**src/rtl/cp0_irq.sv**
```systemverilog
// rtl/cp0_irq.sv - MIPS coprocessor 0: interrupt latching, exception entry, mfc0/mtc0, eret
// Exceptions and interrupts are taken in the M stage; Req is combinational so the core can flush the same cycle.
module cp0_irq #(
   parameter logic [31:0] PRID = 32'h4255_4141
) (
   input  logic        clk,
   input  logic        reset,
   input  logic [4:0]  A1,
   input  logic [4:0]  A2,
   input  logic [31:0] Din,
   input  logic        WE,
   input  logic [31:0] PC,
   input  logic        BD,
   input  logic [4:0]  ExcCode,
   input  logic [5:0]  HWInt,
   input  logic        EXLClr,
   output logic        Req,
   output logic [31:0] EPC,
   output logic [31:0] Dout
);

   localparam logic [4:0] REG_SR    = 5'd12;
   localparam logic [4:0] REG_CAUSE = 5'd13;
   localparam logic [4:0] REG_EPC   = 5'd14;
   localparam logic [4:0] REG_PRID  = 5'd15;

   logic [5:0]  im;
   logic        exl;
   logic        ie;
   logic        bd_q;
   logic [5:0]  ip;
   logic [4:0]  exc_code_q;
   logic [31:0] epc_q;

   logic        int_req;
   logic        exc_req;
   logic [31:0] epc_next;
   logic [31:0] sr_word;
   logic [31:0] cause_word;

   // Live HWInt, not the latched IP, so an interrupt is seen the cycle it rises.
   assign int_req  = (|(HWInt & im)) & ie & ~exl;
   assign exc_req  = (ExcCode != 5'd0) & ~exl;
   assign Req      = int_req | exc_req;

   assign epc_next = (BD ? (PC - 32'd4) : PC) & 32'hFFFF_FFFC;

   assign sr_word    = {16'b0, im, 8'b0, exl, ie};
   assign cause_word = {bd_q, 15'b0, ip, 3'b0, exc_code_q, 2'b0};
   assign EPC        = epc_q;

   always_comb begin
      Dout = 32'h0;
      case (A1)
         REG_SR:    Dout = sr_word;
         REG_CAUSE: Dout = cause_word;
         REG_EPC:   Dout = epc_q;
         REG_PRID:  Dout = PRID;
         default:   Dout = 32'h0;
      endcase
   end

   always_ff @(posedge clk) begin
      if (reset) begin
         im         <= 6'd0;
         exl        <= 1'b0;
         ie         <= 1'b0;
         bd_q       <= 1'b0;
         ip         <= 6'd0;
         exc_code_q <= 5'd0;
         epc_q      <= 32'h0;
      end else begin
         ip <= HWInt;
         if (Req) begin
            // The mtc0 in flight is being flushed, so its write is dropped.
            exl        <= 1'b1;
            bd_q       <= BD;
            epc_q      <= epc_next;
            exc_code_q <= int_req ? 5'd0 : ExcCode;
         end else begin
            if (WE && A2 == REG_SR) begin
               im  <= Din[15:10];
               exl <= Din[1];
               ie  <= Din[0];
            end
            if (WE && A2 == REG_EPC)
               epc_q <= {Din[31:2], 2'b00};
            // Placed after the SR write so eret's clear wins over Din[1].
            if (EXLClr)
               exl <= 1'b0;
         end
      end
   end

endmodule

```
**config.mk**
```make
export PLATFORM = sky130hd
export DESIGN_NAME = cp0_irq
export DESIGN_NICKNAME = d
export VERILOG_FILES = /design/src/rtl/cp0_irq.sv
export SDC_FILE = /design/constraint.sdc
export NUM_CORES = 1
export LEC_CHECK = 0
export ABC_AREA = 1
export BUFFER_PORTS_ARGS = -buffer_cell sky130_fd_sc_hd__clkbuf_2
export CAP_MARGIN = 40
export CORE_ASPECT_RATIO = 0.6
export CORE_UTILIZATION = 35
export CTS_BUF_LIST = sky130_fd_sc_hd__clkbuf_4 sky130_fd_sc_hd__clkbuf_8
export CTS_CLUSTER_DIAMETER = 50
export DETAILED_ROUTE_END_ITERATION = 12
export GPL_ROUTABILITY_DRIVEN = 0
export SYNTH_ARGS = -nofsm -noshare
export SYNTH_HDL_FRONTEND = slang
export SYNTH_SLANG_ARGS = --single-unit
```
**constraint.sdc**
```tcl
create_clock -name clk -period 1.6 [get_ports clk]
set_input_delay 0.16 -clock clk [delete_from_list [all_inputs] [get_ports clk]]
set_output_delay 0.16 -clock clk [all_outputs]
set_load 0.03 [all_outputs]
```
Word-level counts from Yosys, hierarchy flattened
Cells that the tools add are included.
{ "op_classes": {"n_addsub": 1, "n_eq_ne": 6, "mux": 8, "bitwise_logic": 7, "n_reduce_logical": 7} }
{ "op_table": {"columns": ["operator", "count"], "rows": [
  ["32-bit case mux with 4 select lines", 1],
  ["32-bit two-way mux", 3],
  ["32-bit by 3-bit subtractor with 32-bit output (second input constant)", 1],
  ["5-bit by 4-bit equality test with 1-bit output (second input constant)", 6],
  ["6-bit AND", 1],
  ["6-bit OR reduction", 1],
  ["5-bit two-way mux", 1],
  ["5-bit nonzero test", 1],
  ["1-bit AND", 3],
  ["1-bit two-way mux", 3],
  ["3-bit nonzero test", 1],
  ["1-bit logical AND", 2],
  ["1-bit inverter", 2],
  ["2-bit AND reduction", 1],
  ["2-bit nonzero test", 1],
  ["1-bit OR", 1]
]} }
{ "word_totals": {"reg_bits": 50, "inputBits": 90} }

Longest topological paths before layout
Gate-level depths: netlist of the first run.
{ "logic_depth": {"ltp_word": 7, "ltp_mapped": 11, "mapped_depth_nobuf": 11} }

Worst setup path after synthesis of the first run
No wires, ideal clock.
{ "synth_path": {"path_kind": "in2out", "start": "in A1[3]", "end": "out Dout[2]", "arrival_ns": 1.487, "t_required_ns": 1.440, "path_slack_ns": -0.047, "cell_stages": 8, "path_cell_list": "nand2_1 nor2_2 inv_1 nor2_2 inv_2 nor2_4 inv_2 o21ai_0"} }
{ "synth_via": {"elab_chain_cells": 2} }
{ "synth_rtl": {"columns": ["element", "line", "rtl"], "rows": [
  ["start, declared", "8", "input logic [4:0] A1,"],
  ["5-bit by 4-bit equality test with 1-bit output", "54", "case (A1)"],
  ["32-bit case mux with 4 select lines (*)", "54", null],
  ["end, declared", "19", "output logic [31:0] Dout"]
]} }
Mark *: on every way between the ends. The rest lies on a longest branch, timed or not.

Worst setup path in the final report of the first run
{ "layout_path": {"start": "reg im[2]", "end": "out Req"} }
{ "layout_via": {"elab_chain_cells": 5} }
{ "layout_rtl": {"columns": ["element", "line", "rtl"], "rows": [
  ["start, declared", "27", "logic [5:0] im;"],
  ["start signal, assigned", "82", "im <= Din[15:10];"],
  ["6-bit AND", "42", "assign int_req = (|(HWInt & im)) & ie & ~exl;"],
  ["6-bit OR reduction", "42", null],
  ["1-bit AND (2 in a row)", "42", null],
  ["1-bit OR", "44", "assign Req = int_req | exc_req;"],
  ["end, declared", "17", "output logic Req,"]
]} }
No other way between the ends.

==> results of run 1 <==
area by class of cell:
class / instances / area (sq um) / area share [%]
clock buffers: 6 / 82.58 / 1.740
clock inverters: 2 / 16.27 / 0.3427
inverters: 82 / 322.8 / 6.802
multi-input cells: 446 / 2180 / 45.93
flip-flops and latches: 50 / 1008 / 21.25
well taps: 135 / 168.9 / 3.559
repair buffers: 169 / 967.2 / 20.38
metal layers:
layer	part of all wire [%]	track usage [%]	vias up
met1	49	32.83	1949
met3	7.8	5.056	10
met4	0.68	4.205	0
met2	42	35.91	186
met5	0	0	-
li1	-	-	2191
placed cells by master, fill, tap and decap left out, types with 2 or more instances in the layout:
| cell | count |
|---|---|
| sky130_fd_sc_hd__buf_12 | 2 |
| sky130_fd_sc_hd__a21oi_1 | 31 |
| sky130_fd_sc_hd__conb_1 | 2 |
| sky130_fd_sc_hd__nand4_1 | 7 |
| sky130_fd_sc_hd__clkbuf_2 | 148 |
| sky130_fd_sc_hd__a21oi_2 | 3 |
| sky130_fd_sc_hd__xnor2_1 | 3 |
| sky130_fd_sc_hd__dfxtp_1 | 44 |
| sky130_fd_sc_hd__o21ai_2 | 2 |
| sky130_fd_sc_hd__a22o_1 | 3 |
| sky130_fd_sc_hd__nand3_4 | 2 |
| sky130_fd_sc_hd__o211ai_1 | 3 |
| sky130_fd_sc_hd__o21ai_1 | 15 |
| sky130_fd_sc_hd__nor2_1 | 91 |
| sky130_fd_sc_hd__buf_8 | 3 |
| sky130_fd_sc_hd__xor2_1 | 9 |
| sky130_fd_sc_hd__inv_1 | 76 |
| sky130_fd_sc_hd__nor2_4 | 5 |
| sky130_fd_sc_hd__nand2_1 | 168 |
| sky130_fd_sc_hd__a31oi_1 | 5 |
| sky130_fd_sc_hd__o21bai_1 | 4 |
| sky130_fd_sc_hd__buf_4 | 14 |
| sky130_fd_sc_hd__o21ai_0 | 30 |
| sky130_fd_sc_hd__nand2_2 | 9 |
| sky130_fd_sc_hd__nand3_1 | 31 |
| sky130_fd_sc_hd__dfxtp_2 | 6 |
| sky130_fd_sc_hd__clkbuf_8 | 6 |
| sky130_fd_sc_hd__nor2_2 | 11 |
| sky130_fd_sc_hd__inv_6 | 2 |
| sky130_fd_sc_hd__inv_2 | 3 |
flip-flops by register name, summed over array words and instances, names as in the netlist:
| signal | count |
|---|---|
| ip | 6 |
| ie | 1 |
| im | 6 |
| EPC | 30 |
| bd_q | 1 |
| exc_code_q | 5 |
| exl | 1 |
cell families after synthesis:
group	count (synthesis)	synth area share, %
compound gates	98	15.13
xor+xnor	12	2.883
fa+ha+maj	1	0.3431
buf+inv	105	13.49
flops	50	27.45
other cells	1	0.1029
simple gates	332	40.60
power groups by stage:
stage	clock network, mW	registers (mW)	logic (mW)
finish	0.851	1.40	0.960
global route	0.905	1.41	1.04
CTS	0.870	1.40	0.921
detailed placement	0	1.43	0.894
global placement	0	1.43	0.885
floorplan	0	1.55	0.443
metrics by stage:
step | instances | total power, mW
after floorplan | 600 | 1.989
after global placement | 873 | 2.311
after detailed placement | 873 | 2.320
after CTS | 886 | 3.189
after global routing | 890 | 3.359
final | 890 | 3.210
what timing repair did:
item	4_1_cts	5_1_grt
gates cloned	0	2
gates resized for setup	7	21
hold buffers	0	0
endpoints found under the setup margin	1	42
buffers inserted	5	2
pin swaps	2	3
worst max-delay path, cell delays in order, from the launching register on:
cell and delay (ns):
sky130_fd_sc_hd__dfxtp_2 0.33, sky130_fd_sc_hd__nand2_1 0.05, sky130_fd_sc_hd__nand2_1 0.06, sky130_fd_sc_hd__nor2_2 0.12
sky130_fd_sc_hd__nand2_2 0.07, sky130_fd_sc_hd__nand3_4 0.09, sky130_fd_sc_hd__nand2_8 0.07, sky130_fd_sc_hd__buf_8 0.14
sky130_fd_sc_hd__buf_8 0.13
worst paths after layout:
check / startpoint / end / slack (ns) / cells after the start
worst max-delay path: im[2] / Req / 0.06 / 8
worst min register to register: exc_code_q[3] / exc_code_q[3] / 0.47 / 2
worst min-delay path: HWInt[5] / ip[5] / 0.03 / 3
worst max register to register: im[2] / EPC[11] / 0.09 / 10
==> results list, run 1 <==
* Setup ws final: 0.06177 ns
* Post-synthesis instance area: 3646 sq um
- The first detailed-routing pass ran for 5 iterations.
* Highest fanout seen on the critical path: 3
- The run finished with clean final reports.
* Number of CTS-inserted buffers: 5
* Clock insertion delay at the later pin of the skew report: 0.32 ns
- Global-route congestion overflow total: 0
- Worst min-delay path category: in2reg
* Net Sw Frac: 36.77%
- Counting flops with a built-in enable in the synthesized netlist gives 0.
- Sequential element share of the synthesized area: 27.45%
- The floorplan has 28 rows.
- Slew at the pin closest to its max-slew limit: 0.6139 ns
- Post-detail-place hpwl: 9828 um
- Share of flip-flops with an asynchronous set or reset: 0%
- For this block, the via count after detailed routing is 4336.
* Number of H-tree levels: 2
- Post-place setup slack: 0.03330 ns
- Combinational fraction of design power: 29.9%
- Die boundary height: 81.06 um
* Cell type with the largest total area after synthesis: sky130_fd_sc_hd__dfxtp_1
- Tightest hold margin: 0.02656 ns
* Minimum clock period after layout: 1.538 ns
* Top FF cell, synth: sky130_fd_sc_hd__dfxtp_1
- DRC violations left: 0
- Total power density per cell area: 676.4 nW/um^2
* Worst vdd rail ir drop: 404.4 uV
- Die area: 10840 sq um
* Warnings from Yosys: 0
- The clock network is responsible for 26.5% of the overall power.
- The most common cell in the synthesized netlist is sky130_fd_sc_hd__nand2_1.
* Drt first-iter violations: 255
- The first global-routing pass estimated 19360 um of wire.
- Port Buf Inserts: 150
* Initial Util: 36.52%
* Final worst path period share: 96.14%
- The initial antenna violation count is 0.
- Summed negative setup slack over all endpoints: 0 ns
* Fillcell total: 1077
- The internal portion of the total power is 2.030 mW.
* Critical Path RT: 1.44 ns
* Part of the power in registers: 43.6%
* Post-synthesis cell count: 599
* Core area: 9985 sq um
- Remaining antenna violation count after routing: 0
- TritonCTS clock tree: done
- Number of synthesized register bits: 50
* Share of layout cells above drive strength 1: 30.20%
* Number of nets in the layout: 845
- Entering global routing, the biggest net connects 35 pins.
- Overall Global Routing Usage: 23.11%
- In this run the static leakage power is 2.411 nW.
- Top post-synthesis cells by count: sky130_fd_sc_hd__nand2_1 (170), sky130_fd_sc_hd__nor2_1 (92), sky130_fd_sc_hd__inv_1 (76)
- Routed WL: 12950 um
- CTS placed an instance of sky130_fd_sc_hd__clkbuf_8 at the clock tree root.
* Post-synth top area share: 27.45%
* Switching power: 1.180 mW
* Setup Crit Path Kind: reg2out
- Total non-filler cell area in the finished layout: 4746 sq um
- The max-slew violation count was 0.
* Vias in the first global route: 3862
- Count of different cell masters after synthesis: 43
- Layout overhead on the synthesized area: 30.16%
- After detailed routing, the average wire length per cell comes to 14.55 um.
- The number of antenna diodes in the final layout is 0.
* Hold violation total from the final report: 0
- Headroom to the max-slew limit came out at 59.03%.
- Clock skew: 0.009256 ns
- Post-detailed-route via-to-cell ratio: 4.872
- Largest buffer count on any clock path: 2
- After synthesis, the mean cell area works out to 6.087 sq um.
* Max-Cap Viols: 0
- RSZ-0062 raised after global routing: yes
- Fraction of the core area covered by cells at the end of the flow: 47.53%
- The die is 133.8 um wide.
- CP startpoint kind: flop
* Kind of capture point of the worst setup path: primary output
* Fmax: 650.1 MHz
- Final setup violation count: 0
- Clock sink count: 50
* Cell types with the largest area share after synthesis: sky130_fd_sc_hd__dfxtp_1 (27%), sky130_fd_sc_hd__nand2_1 (18%), sky130_fd_sc_hd__nor2_1 (9.5%)
- Data arrives at the worst endpoint at 1.38 ns.
- 155 I/O pins were placed.
- Instance area after placement: 4501 sq um
- After clock tree synthesis, the clock-pin slew on the worst setup and hold paths is 0.10 ns.
No activity file was read; power rests on OpenSTA's default activity.
==> run 2, diff against run 1 <==
--- a/config.mk
+++ b/config.mk
@@ -8,7 +8,7 @@
 export ABC_AREA = 1
 export BUFFER_PORTS_ARGS = -buffer_cell sky130_fd_sc_hd__clkbuf_2
 export CAP_MARGIN = 40
-export CORE_ASPECT_RATIO = 0.6
+export CORE_ASPECT_RATIO = 0.5
 export CORE_UTILIZATION = 35
 export CTS_BUF_LIST = sky130_fd_sc_hd__clkbuf_4 sky130_fd_sc_hd__clkbuf_8
 export CTS_CLUSTER_DIAMETER = 50
==> results list, run 2 (synthesis gave the netlist of run 1 again) <==
- The flow ran to the end, and the final reports show no timing, DRC or antenna violations.
* Setup Crit Path Kind: reg2out
- Leading cell type in the layout, fill and taps excluded: sky130_fd_sc_hd__nand2_1
- The final layout contains 853 nets.
- Number of antenna violations at the first check in global routing: 0
- Arrival time of data at the critical path endpoint: 1.36 ns
* Post-place setup slack: 0.06158 ns
* Minimum clock period after layout: 1.520 ns
* First-pass GRT wire length: 18530 um
* Post-detailed-route via-to-cell ratio: 4.661
- Hold timing on the final database bottoms out at a slack of 0.04861 ns.
* Worst min-delay path category: in2reg
* Number of CTS-inserted buffers: 5
* Detailed Routing Iterations Pass 1: 4
* Kind of capture point of the worst setup path: primary output
- Die boundary height: 74.17 um
* Critical Path RT: 1.44 ns
- Counting along the longest clock path gives a buffer depth of 2.
* Worst max-slew margin expressed relative to the limit: 63.84%
- Based on the critical path, the design can be clocked at up to 658.1 MHz.
- Layout overhead on the synthesized area: 32.70%
- For this design, the sink count on the clock tree is 50.
- Number of H-tree levels: 2
- Final setup violation count: 0
- Setup ws final: 0.08036 ns
* Cell leakage power: 2.462 nW
- The max-slew violation count came to 0.
- Fillcell total: 1108
* Flip-flop count of the largest register, all copies and words added: 30
- Across the run, the number of max-cap violations was 0.
- Along the worst path, the maximum fanout reaches 6.
* Vias: 4181
- TritonCTS built the clock tree.
* CP startpoint kind: flop
* Routed WL: 12170 um
- Global routing consumed, over all layers together, 21.89% of the routing resources.
- Hold repair after CTS inserted 0 buffers.
* Total power density per cell area: 643.2 nW/um^2
* Post-detail-place hpwl: 9611 um
* Clock skew: 0.007900 ns
- The number of failing hold endpoints at the final stage is 0.
- The floorplan step defined a core boundary enclosing 9759 sq um.
- Pin count of the biggest net entering global routing: 35
* Reg-to-Reg Start: im[3]
* Hold path startpoint: HWInt[3]
- Buffers placed on the I/O ports in this run total 150.
* Buffer type at the clock tree root: sky130_fd_sc_hd__clkbuf_8
- DRC violations left: 0
* RSZ-0062 raised after global routing: yes
* Share of layout cells above drive strength 1: 31.89%
- Clock edge transition at the registers on the reported setup and hold paths: 0.09 ns
* Vias in the first global route: 3625
- IR analysis of the VDD net gives a maximum drop of 524.5 uV.
* IO Count: 155
- The count of nets left with antenna violations once routing finished came out at 0.
- Clock insertion delay at the later pin of the skew report: 0.30 ns
- At the pin with the least slew margin, the transition time is 0.5417 ns.
- The top cell types in the final layout, fill and taps aside, are sky130_fd_sc_hd__nand2_1 (170), sky130_fd_sc_hd__clkbuf_2 (147), sky130_fd_sc_hd__nor2_1 (91).
- For this run the aggregate overflow at the end of global routing stands at 0.
- Antenna Cells: 0
* Initial Util: 37.36%
* Die extent in x: 146.3 um
- The floorplan has 25 rows.
* Die area: 10850 sq um
* Final worst path period share: 94.98%
* Drt first-iter violations: 258
* WL per Instance: 13.56 um
- Crit path from: im[1]
-- run 2: cell types whose count changed in the layout (fill, tap and decap cells not counted), sizes merged --
cell / change
buf: +9
clkinvlp: -1
inv: -2
clkinv: +3
clkbuf: -2
-- run 2: repair_timing --
item                       CTS  global route
setup buffers                1             6
pin swaps                    1             7
setup endpoints to repair    1            45
resized for setup            2            38
cloned                       0             2
-- run 2: final timing paths --
path         slack (ns)             to  cells past startpoint
max                0.08            Req                      8
min                0.05          ip[3]                      3
max reg2reg        0.10        EPC[22]                     12
min reg2reg        0.47  exc_code_q[3]                      2
-- run 2: critical path, cell delays in order (launching register included) --
cell	delay, ns
sky130_fd_sc_hd__dfxtp_2	0.34
sky130_fd_sc_hd__nand2_1	0.05
sky130_fd_sc_hd__nand2_1	0.06
sky130_fd_sc_hd__nor2_2	0.11
sky130_fd_sc_hd__nand2_2	0.06
sky130_fd_sc_hd__nand3_4	0.09
sky130_fd_sc_hd__nand2_8	0.07
sky130_fd_sc_hd__buf_6	0.14
sky130_fd_sc_hd__buf_8	0.13
-- run 2: through the flow --
step	instances	TNS (ns)	util [%]	total power [mW]	cell area [sq um]
final	897	0	49.58	3.112	4838
after global routing	897	-0.1611	49.58	3.282	4838
after CTS	889	0	47.83	3.064	4668
after detailed placement	881	0	46.73	2.339	4561
after global placement	881	0	46.73	2.334	4561
after floorplan	600	-0.09448	-	1.989	3650
-- run 2: final cells by class --
type | count | area [sq um] | share of cell area, %
Sequential cell | 50 | 1008 | 20.84
Tap cell | 135 | 168.9 | 3.491
Timing Repair Buffer | 177 | 1044 | 21.57
Clock buffer | 5 | 68.82 | 1.422
Multi-Input combinational cell | 446 | 2211 | 45.69
Clock inverter | 2 | 10.01 | 0.2069
Inverter | 82 | 327.8 | 6.775
-- run 2: where the power goes --
group / internal (mW) / switching (mW) / total [mW]
Combinational: 0.361 / 0.638 / 0.999
Sequential: 1.34 / 0.0610 / 1.40
Clock: 0.295 / 0.422 / 0.717
Total: 1.99 / 1.12 / 3.11
-- run 2: routing by layer --
layer	wire (um)	GRT usage [%]
met1	6178	31.57
met2	5325	35.82
met3	590	2.883
met4	72	3.125
met5	0	0
==> run 3, diff against run 2 <==
--- a/config.mk
+++ b/config.mk
@@ -9,11 +9,13 @@
 export BUFFER_PORTS_ARGS = -buffer_cell sky130_fd_sc_hd__clkbuf_2
 export CAP_MARGIN = 40
 export CORE_ASPECT_RATIO = 0.5
-export CORE_UTILIZATION = 35
+export CORE_MARGIN = 2
+export CORE_UTILIZATION = 45
 export CTS_BUF_LIST = sky130_fd_sc_hd__clkbuf_4 sky130_fd_sc_hd__clkbuf_8
 export CTS_CLUSTER_DIAMETER = 50
 export DETAILED_ROUTE_END_ITERATION = 12
 export GPL_ROUTABILITY_DRIVEN = 0
+export PLACE_DENSITY = 0.76
 export SYNTH_ARGS = -nofsm -noshare
 export SYNTH_HDL_FRONTEND = slang
 export SYNTH_SLANG_ARGS = --single-unit
==> results list, run 3 (synthesis gave the netlist of run 1 again) <==
- Critical Path RT: 1.44 ns
* Arrival time of data at the critical path endpoint: 1.36 ns
- Once detail routing completed, the nets flagged for antenna violations numbered 0.
* Minimum clock period after layout: 1.517 ns
* Max-slew violation total from the final report: 0
- Worst min-delay path category: in2reg
- In this run the number of H-tree levels came out at 2.
* Met2 layer wire length in the routed design: 5303 um
- Total power density per cell area: 731.4 nW/um^2
- Standard-cell rows: 23
* Post-place setup slack: 0.06862 ns
* Slew at the pin closest to its max-slew limit: 0.5354 ns
- Total design power: 3.446 mW
* Vias: 4305
- Measured against its own limit, the worst slew margin works out to 64.27%.
* Post-detail-place hpwl: 9092 um
- DRC violations left: 0
* Buffer type at the clock tree root: sky130_fd_sc_hd__clkbuf_8
* Largest buffer count on any clock path: 2
* Fmax: 659.1 MHz
- Highest fanout seen on the critical path: 5
- Hold violation total from the final report: 0
* Result of the run: completed
- Overall Global Routing Usage: 25.03%
* Core area: 7943 sq um
- Setup repair after global routing could not meet its margin everywhere.
* TritonCTS clock tree: done
- Routed WL: 11560 um
* Number of CTS-inserted buffers: 5
- Setup Crit Path Kind: reg2out
- Pin count of the biggest net entering global routing: 35
- Post-detailed-route via-to-cell ratio: 4.954
* Leading cell type in the layout, fill and taps excluded: sky130_fd_sc_hd__nand2_1
- Detailed Routing Iterations Pass 1: 5
- The highest layer touched by signal routing is met4.
* Total routed wire length on the met1 layer: 5201 um
- CP startpoint kind: flop
- The analysis attributes to cell leakage a power of 2.423 nW.
- Layout overhead on the synthesized area: 29.24%
- From bottom edge to top edge, the die measures 67.65 um.
- Clock latency on the worst-skew pair, taken at its later pin, is 0.31 ns.
- The initial antenna violation count was 0.
* Die area: 8882 sq um
* Antenna Cells: 0
* Flip-flop count of the largest register, all copies and words added: 30
- Wire length on met3: 934 um
* Clock sink count: 50
* Port Buf Inserts: 150
* WL per Instance: 13.31 um
* Final worst path period share: 94.82%
- After global routing the overflow that remains totals 0.
* Drt first-iter violations: 291
- Tightest hold margin: 0.05459 ns
- At the end of the flow, the number of nets in the layout was 847.
- Total non-filler cell area in the finished layout: 4712 sq um
* Worst vdd rail ir drop: 434.4 uV
* Summed negative setup slack over all endpoints: 0 ns
- Setup violations remaining at the end of the flow were counted as 0.
- IO Count: 155
- Once the floorplan was initialized, standard cells occupied 45.90% of the core.
- The first global-routing pass estimated 17640 um of wire.
- Setup ws final: 0.08289 ns
* Max-Cap Viols: 0
- Clock skew: 0.007151 ns
* Top library cells by usage in the layout, fill and taps aside: sky130_fd_sc_hd__nand2_1 (170), sky130_fd_sc_hd__clkbuf_2 (147), sky130_fd_sc_hd__nor2_1 (92)
- Share of layout cells above drive strength 1: 29.33%
- Vias in the first global route: 3703
- Kind of capture point of the worst setup path: primary output
* Die extent in x: 131.3 um
* Clock edge transition at the registers on the reported setup and hold paths: 0.10 ns
- In this run the register-to-register setup slack is 0.08 ns.
- Instance area after placement: 4504 sq um
-- run 3: changes by cell type in the layout (fill, tap and decap cells not counted), moves of 3 or more --
cell	previous run	this run
sky130_fd_sc_hd__o21ai_0	30	33
sky130_fd_sc_hd__buf_4	18	22
sky130_fd_sc_hd__dfxtp_1	44	50
sky130_fd_sc_hd__buf_6	6	0
sky130_fd_sc_hd__o21ai_2	7	2
sky130_fd_sc_hd__dfxtp_2	6	0
-- run 3: final timing paths --
check                       end  depth (start not counted)           from
hold / removal            ip[4]                          3       HWInt[4]
hold reg to reg   exc_code_q[4]                          2  exc_code_q[4]
setup reg to reg        EPC[11]                         10          im[1]
setup / recovery            Req                          7          im[1]
-- run 3: critical path: stages, from the launching register on --
cell                      delay, ns
sky130_fd_sc_hd__dfxtp_1       0.36
sky130_fd_sc_hd__nand2_1       0.06
sky130_fd_sc_hd__nand2_1       0.07
sky130_fd_sc_hd__nor2_1        0.05
sky130_fd_sc_hd__nand2_2       0.06
sky130_fd_sc_hd__nand3_4       0.12
sky130_fd_sc_hd__nand2_8       0.15
sky130_fd_sc_hd__buf_4         0.17
-- run 3: final cells by class --
type | instances | area [sq um]
timing repair buffer | 171 | 925.9
tap | 112 | 140.1
clock inverter | 2 | 60.06
fill | 798 | 3231
sequential | 50 | 1001
clock buffer | 6 | 82.58
multi-input combinational | 446 | 2182
inverter | 82 | 320.3
-- run 3: what timing repair did --
action	4_1_cts	5_1_grt
setup endpoints to repair	0	26
gates resized for setup	0	12
buffers inserted	0	4
hold buffers	0	0
-- run 3: per-layer routing --
| metal | up-vias | global-route usage, % |
|---|---|---|
| li1 | 2184 | - |
| met1 | 1929 | 33.26 |
| met2 | 176 | 42.30 |
| met3 | 16 | 5.556 |
| met4 | 0 | 5.842 |
| met5 | - | 0 |
-- run 3: metrics by stage --
step / utilization [%] / std cells
after floorplan: - / 600
after global placement: 56.71 / 856
after detailed placement: 56.71 / 856
after CTS: 58.51 / 864
after global routing: 59.33 / 869
final: 59.33 / 869
-- run 3: power breakdown --
group	total [mW]	internal, mW	switching, mW
clock	1.11	0.667	0.443
combinational	0.938	0.321	0.617
sequential	1.40	1.34	0.0627
